`src/rtl/stream_rr_arbiter_pkg.sv`:
```
// Shared definitions for the stream round-robin arbiter: the arbitration
// state encoding and a ceiling-log2 helper for sizing index fields.
package stream_rr_arbiter_pkg;

    typedef enum logic {
        ST_IDLE = 1'b0,
        ST_LOCK = 1'b1
    } arb_state_t;

    // Ceiling log2, minimum result 1 so single-entry indices stay one bit wide.
    function automatic int clog2(input int n);
        int r;
        r = 1;
        while ((1 << r) < n) r = r + 1;
        return r;
    endfunction

endpackage

```
`src/rtl/stream_skid_buffer.sv`:
```
// Two-entry valid/ready register stage (main + skid). Upstream ready is a
// register (skid entry empty), so no combinational path runs from i_ready to
// o_ready, while back-to-back transfers still run at one beat per cycle.
module stream_skid_buffer
    import stream_rr_arbiter_pkg::*;
#(
    parameter int W = 8
) (
    input  logic         iCLK,
    input  logic         iRST,
    input  logic         i_valid,
    output logic         o_ready,
    input  logic [W-1:0] i_data,
    output logic         o_valid,
    input  logic         i_ready,
    output logic [W-1:0] o_data
);

    logic         r_acc;
    logic         r_mvld;
    logic [W-1:0] r_main;
    logic [W-1:0] r_skid;
    logic         w_in;
    logic         w_main_free;

    assign w_in        = i_valid & r_acc;
    assign w_main_free = ~r_mvld | i_ready;

    // Occupancy control: skid only fills when main is held, and empties
    // into main the first cycle main drains.
    always_ff @(posedge iCLK) begin
        if (iRST) begin
            r_acc  <= 1'b1;
            r_mvld <= 1'b0;
        end else if (!r_acc) begin
            if (i_ready) r_acc <= 1'b1;
        end else if (w_in) begin
            if (w_main_free) r_mvld <= 1'b1;
            else             r_acc  <= 1'b0;
        end else if (i_ready) begin
            r_mvld <= 1'b0;
        end
    end

    // Payload registers follow the same routing; they need no reset because
    // the valid flags above qualify them.
    always_ff @(posedge iCLK) begin
        if (!r_acc) begin
            if (i_ready) r_main <= r_skid;
        end else if (w_in) begin
            if (w_main_free) r_main <= i_data;
            else             r_skid <= i_data;
        end
    end

    assign o_ready = r_acc;
    assign o_valid = r_mvld;
    assign o_data  = r_main;

endmodule

```
`src/rtl/stream_rr_arbiter.sv`:
```
// Round-robin packet arbiter: N valid/ready requester streams share one
// output stage. A grant is held from the first beat of a packet until its
// last beat; the search pointer then moves past the winner so continuously
// valid requesters are served in turn.
module stream_rr_arbiter
    import stream_rr_arbiter_pkg::*;
#(
    parameter int N     = 4,
    parameter int WIDTH = 64,
    parameter int IDW   = 2
) (
    input  logic               iCLK,
    input  logic               iRST,
    input  logic [N-1:0]       iValid_AM,
    output logic [N-1:0]       oReady_AM,
    input  logic [N*WIDTH-1:0] iData_AM,
    input  logic [N-1:0]       iLast_AM,
    output logic               oValid_BM,
    input  logic               iReady_BM,
    output logic [WIDTH-1:0]   oData_BM,
    output logic               oLast_BM,
    output logic [IDW-1:0]     oId_BM
);

    localparam int BW = WIDTH + 1 + IDW;

    arb_state_t       r_state;
    arb_state_t       w_state_nxt;
    logic [IDW-1:0]   r_ptr;
    logic [IDW-1:0]   r_lock;
    logic [IDW-1:0]   w_ptr_nxt;
    logic [IDW-1:0]   w_lock_nxt;
    logic [IDW-1:0]   w_ptr_inc;

    logic [N-1:0]     w_rot;
    logic [IDW-1:0]   w_off;
    logic             w_found;
    logic [IDW:0]     w_sum;
    logic [IDW-1:0]   w_gnt;
    logic             w_gnt_vld;

    logic             w_sel_valid;
    logic             w_sel_last;
    logic [WIDTH-1:0] w_sel_data;
    logic             w_acc;
    logic             w_xfer;
    logic [BW-1:0]    w_buf_out;

    // Requests rotated so that bit 0 is the requester at the pointer.
    assign w_rot = N'({iValid_AM, iValid_AM} >> r_ptr);

    // Grant selection: locked owner, else first valid requester from the pointer.
    always_comb begin
        w_off     = '0;
        w_found   = 1'b0;
        w_sum     = '0;
        w_gnt     = '0;
        w_gnt_vld = 1'b0;
        for (int j = 0; j < N; j++) begin
            if (!w_found && w_rot[j]) begin
                w_found = 1'b1;
                w_off   = IDW'(j);
            end
        end
        if (r_state == ST_LOCK) begin
            w_gnt     = r_lock;
            w_gnt_vld = 1'b1;
        end else begin
            w_sum = {1'b0, r_ptr} + {1'b0, w_off};
            if (w_sum >= (IDW+1)'(N)) w_sum = w_sum - (IDW+1)'(N);
            w_gnt     = w_sum[IDW-1:0];
            w_gnt_vld = w_found;
        end
    end

    // Steer the granted requester's beat and drive its one-hot ready.
    always_comb begin
        w_sel_valid = 1'b0;
        w_sel_last  = 1'b0;
        w_sel_data  = '0;
        oReady_AM   = '0;
        for (int k = 0; k < N; k++) begin
            if (w_gnt == IDW'(k)) begin
                w_sel_valid  = iValid_AM[k];
                w_sel_last   = iLast_AM[k];
                w_sel_data   = iData_AM[k*WIDTH +: WIDTH];
                oReady_AM[k] = w_gnt_vld & w_acc;
            end
        end
    end

    assign w_xfer    = w_gnt_vld & w_sel_valid & w_acc;
    assign w_ptr_inc = (w_gnt == IDW'(N-1)) ? '0 : w_gnt + 1'b1;

    // Arbitration next state: lock on a non-last beat, release and rotate on last.
    always_comb begin
        w_state_nxt = r_state;
        w_ptr_nxt   = r_ptr;
        w_lock_nxt  = r_lock;
        case (r_state)
            ST_IDLE: begin
                if (w_xfer) begin
                    if (w_sel_last) begin
                        w_ptr_nxt = w_ptr_inc;
                    end else begin
                        w_lock_nxt  = w_gnt;
                        w_state_nxt = ST_LOCK;
                    end
                end
            end
            ST_LOCK: begin
                if (w_xfer && w_sel_last) begin
                    w_ptr_nxt   = w_ptr_inc;
                    w_state_nxt = ST_IDLE;
                end
            end
            default: w_state_nxt = ST_IDLE;
        endcase
    end

    // Arbitration state registers.
    always_ff @(posedge iCLK) begin
        if (iRST) begin
            r_state <= ST_IDLE;
            r_ptr   <= '0;
            r_lock  <= '0;
        end else begin
            r_state <= w_state_nxt;
            r_ptr   <= w_ptr_nxt;
            r_lock  <= w_lock_nxt;
        end
    end

    stream_skid_buffer #(
        .W(BW)
    ) u_buf (
        .iCLK    (iCLK),
        .iRST    (iRST),
        .i_valid (w_gnt_vld & w_sel_valid),
        .o_ready (w_acc),
        .i_data  ({w_sel_last, w_gnt, w_sel_data}),
        .o_valid (oValid_BM),
        .i_ready (iReady_BM),
        .o_data  (w_buf_out)
    );

    assign oData_BM = w_buf_out[WIDTH-1:0];
    assign oId_BM   = w_buf_out[WIDTH +: IDW];
    assign oLast_BM = w_buf_out[BW-1];

endmodule
```
`config.mk`:
```
export PLATFORM = sky130hd
export DESIGN_NAME = stream_rr_arbiter
export DESIGN_NICKNAME = d
export VERILOG_FILES = /design/src/rtl/stream_rr_arbiter_pkg.sv /design/src/rtl/stream_skid_buffer.sv /design/src/rtl/stream_rr_arbiter.sv
export SDC_FILE = /design/constraint.sdc
export NUM_CORES = 1
export LEC_CHECK = 0
export ABC_AREA = 0
export BUFFER_PORTS_ARGS = -buffer_cell sky130_fd_sc_hd__buf_2
export CAP_MARGIN = 25
export CORE_MARGIN = 5
export CORE_UTILIZATION = 48
export CTS_CLUSTER_SIZE = 40
export DETAILED_ROUTE_END_ITERATION = 8
export GPL_ROUTABILITY_DRIVEN = 0
export PLACE_DENSITY = 0.8
export RECOVER_POWER = 25
export REMOVE_ABC_BUFFERS = 1
export SLEW_MARGIN = 20
export SYNTH_ARGS = -nofsm -noshare
export SYNTH_HDL_FRONTEND = slang
export SYNTH_SLANG_ARGS = --single-unit
```
`constraint.sdc`:
```
create_clock -name iCLK -period 9.2 [get_ports iCLK]
set_clock_uncertainty 0.15 [all_clocks]
set_input_delay 0 -clock iCLK [delete_from_list [all_inputs] [get_ports iCLK]]
set_output_delay 0 -clock iCLK [all_outputs]
set_load 0.1 [all_outputs]
```
==> flow_summary.yaml <==
detailed_routing:
  routedWlPerCell_um: 17.1
  drc: 0
  vias_per_cell: 5.23
  drt-initial-drc-count: 424
  first_pass_iters: 5
  drtAntennaViolNets: 0
  dr_total_vias: 7391
  wl_um: 24100
cts:
  cts_buffers: 17
  root_buffer: "clkbuf_16"
  holdBufCountCts: 145
  post_cts_resized: 0
  clkSinkCount: 141
  clock_path_buffers: 2
  clkTransAtPathRegs_ns: 0.06
  cts_setup_buffers: 0
  cts_tree: "done"
  h-tree-depth: 4
  clk_latency_ns: 0.42
floorplanning:
  die_w_um: 136
  ios: 339
  die_y_um: 136
  dieArea_mm2: 0.0186
  start_util_pct: 48.6
  row_count: 46
  core_area_mm2: 0.0158
synth:
  async_reset_ff_share_pct: 0
  synth_ff_type: "edfxtp_1"
  ys_warn_count: 0
  yosysUniqueCellTypes: 40
  synth_seq_cells: 141
  synth_top_area_share_pct: 52.5
  synth_edf_count: 134
  syn_inst: 737
  yosys.area.top_type: "edfxtp_1"
  netlist_top_cells_area: "edfxtp_1 (53%), mux2_2 (9.7%), a21oi_1 (8.8%)"
  yosysSeqAreaShare_pct: 54.3
  synth_area_mm2: 0.00766
  syn_area_per_cell_um2: 10.4
worst_setup_path:
  crit_chain: "nor2_1 -> nand2_1 -> nand3_1 -> o21ai_0 -> nand3_1 -> ha_1 -> xnor2_1 -> xnor2_1 -> mux2_1 -> ha_1 -> clkbuf_1 -> nand3b_1 -> a21oi_1 -> a21oi_1 -> o21ai_0 -> dlygate4sd3_1"
  worst-path-max-fanout: 66
  cp.arrival_ns: 6.38
  worst_path_max_delay_cell: "clkbuf_1"
  cp_slowest_stage_delay_ns: 2.26
  cp_top_family: "buffers and inverters"
  crit_buf_inv: 2
  endpoint_kind: "flip-flop"
  rr_startpoint: "r_ptr[0]"
  crit_type: "flip-flop to flip-flop"
  cp.required_ns: 9.32
  critPathLaunchType: "flip-flop"
  cp-startpoint: "r_ptr[0]"
  worst-r2r-setup-slack_ns: 2.94
worst_hold_path:
  hold_class: "input port to flip-flop"
  hold_start: "iData_AM[138]"
placed_design:
  hpwl_um: 14700
  dpl_cell_area_mm2: 0.00945
  portBuffers: 338
grt:
  grt_pass1_vias: 7461
  antenna_found_initial: 1
  grt_pass1_wl_um: 36100
  grt_max_degree: 134
  grt_use_total_pct: 24.8
  grt-ovfl-total: 0
flow_run:
  maxCapViolCount: 1
final_layout:
  area_growth_pct: 49.3
  layout-drive-gt1-share_pct: 31.9
  fin_nets: 1453
  final_cell_area_mm2: 0.0114
  fillers: 1156
sta:
  grt_setup_unrepaired: "false"
  hold_viol: 0
  slew_violations: 67
  tns_ns: 0
  worst_slew_pin_slew_ns: 3.19
  slew_headroom_pct: -113
  fmax_mhz: 160
  period_share_pct: 68.1
  period_minus_slack_ns: 6.26
  setup_viol: 0
status:
  violations: "max-capacitance violations, max-slew violations"
  outcome: "finished, violations left"
cell usage after synthesis (2+ instances only):
cell and number:
nand2_1 138, a21oi_1 134, edfxtp_1 134, mux2_2 66
nand3b_1 65, o21ai_0 57, clkbuf_1 34, buf_2 25
nor2_1 14, o21ai_1 12, dfxtp_1 7, ha_1 5
and2_1 4, mux2i_1 4, buf_4 3, nand2b_1 3
nand3_1 3, a31oi_1 2, buf_1 2, inv_1 2
nor2b_1 2, or3_1 2, xnor2_1 2
final cells by class:
type / instances / area [um2] / share of cell area (%)
Sequential cell: 141 / 4170 / 36.4
Multi-Input combinational cell: 530 / 3270 / 28.5
Timing Repair Buffer: 489 / 3100 / 27.1
Clock buffer: 18 / 429 / 3.75
Tap cell: 216 / 270 / 2.36
Clock inverter: 14 / 193 / 1.68
Inverter: 2 / 7.51 / 0.0656
Antenna cell: 2 / 5.00 / 0.0437
worst reg2reg max path, delay by kind of cell, from the launching register on:
kind                       cells  cell delay (ns)
adders and majority gates      2             0.39
muxes                          1             0.26
DFF                            1             0.55
buffers and inverters          2             2.89
xor gates and xnor gates       2             0.41
and+or+nand+nor                5             0.76
AOI/OAI and AO/OA              4             0.71
worst paths after layout:
kind / cells after the start / endpoint
hold / removal: 4 / u_buf.o_data[10]
setup reg to reg: 16 / u_buf.r_skid[6]
hold reg to reg: 2 / r_lock[0]
setup / recovery: 16 / u_buf.r_skid[6]
registers in the layout, summed over array words and instances, names as in the netlist:
register,count
u_buf.r_skid,67
u_buf.o_data,67
u_buf.o_valid,1
r_ptr,2
r_lock,2
u_buf.o_ready,1
r_state,1
cell usage in the layout, fill, tap and decap left out, types with 3 or more instances in the layout:
cell type	instances
buf_2	270
dlygate4sd3_1	145
nand2_1	138
edfxtp_1	134
a21oi_1	133
clkbuf_1	70
nand3b_1	65
mux2_2	63
o21ai_0	60
clkbuf_16	17
nor2_1	13
o21ai_1	9
dfxtp_1	6
mux2i_1	4
and2_1	4
bufinv_16	4
buf_4	4
nand3_1	3
nand2b_1	3
mux2_1	3
ha_4	3
clkinv_4	3
cells by family (layout without fill, tap and decap cells):
family / Yosys count / count (layout) / synth area share (%)
simple gates: 239 / 239 / 15.9
mux: 70 / 70 / 10.2
buf+inv: 66 / 523 / 3.79
xor+xnor: 2 / 2 / 0.229
fa+ha+maj: 5 / 5 / 0.816
flops: 141 / 141 / 54.3
compound gates: 214 / 214 / 14.7
other cells: 0 / 2 / 0
through the flow:
step	std cells	worst slack, ns	util (%)	hold slack, ns
2_1_floorplan	673	0.612	-	-0.0809
3_3_place_gp	1233	3.74	59.9	0.115
3_5_place_dp	1233	3.58	59.9	0.115
4_1_cts	1410	3.59	73.1	0.00103
5_1_grt	1411	2.47	72.5	0.0522
6_report	1412	2.94	72.5	0.0175
per-layer routing:
layer / vias to the layer above / GRT usage (%) / wire length (um)
met5: - / 0 / 0
met4: 0 / 10.3 / 737
met3: 58 / 5.92 / 1870
met2: 311 / 44.9 / 12400
met1: 3439 / 27.8 / 9160
li1: 3583 / - / -
Power is not shown: default switching activity piles up to over one toggle a cycle in this logic, so the estimate is an artifact.
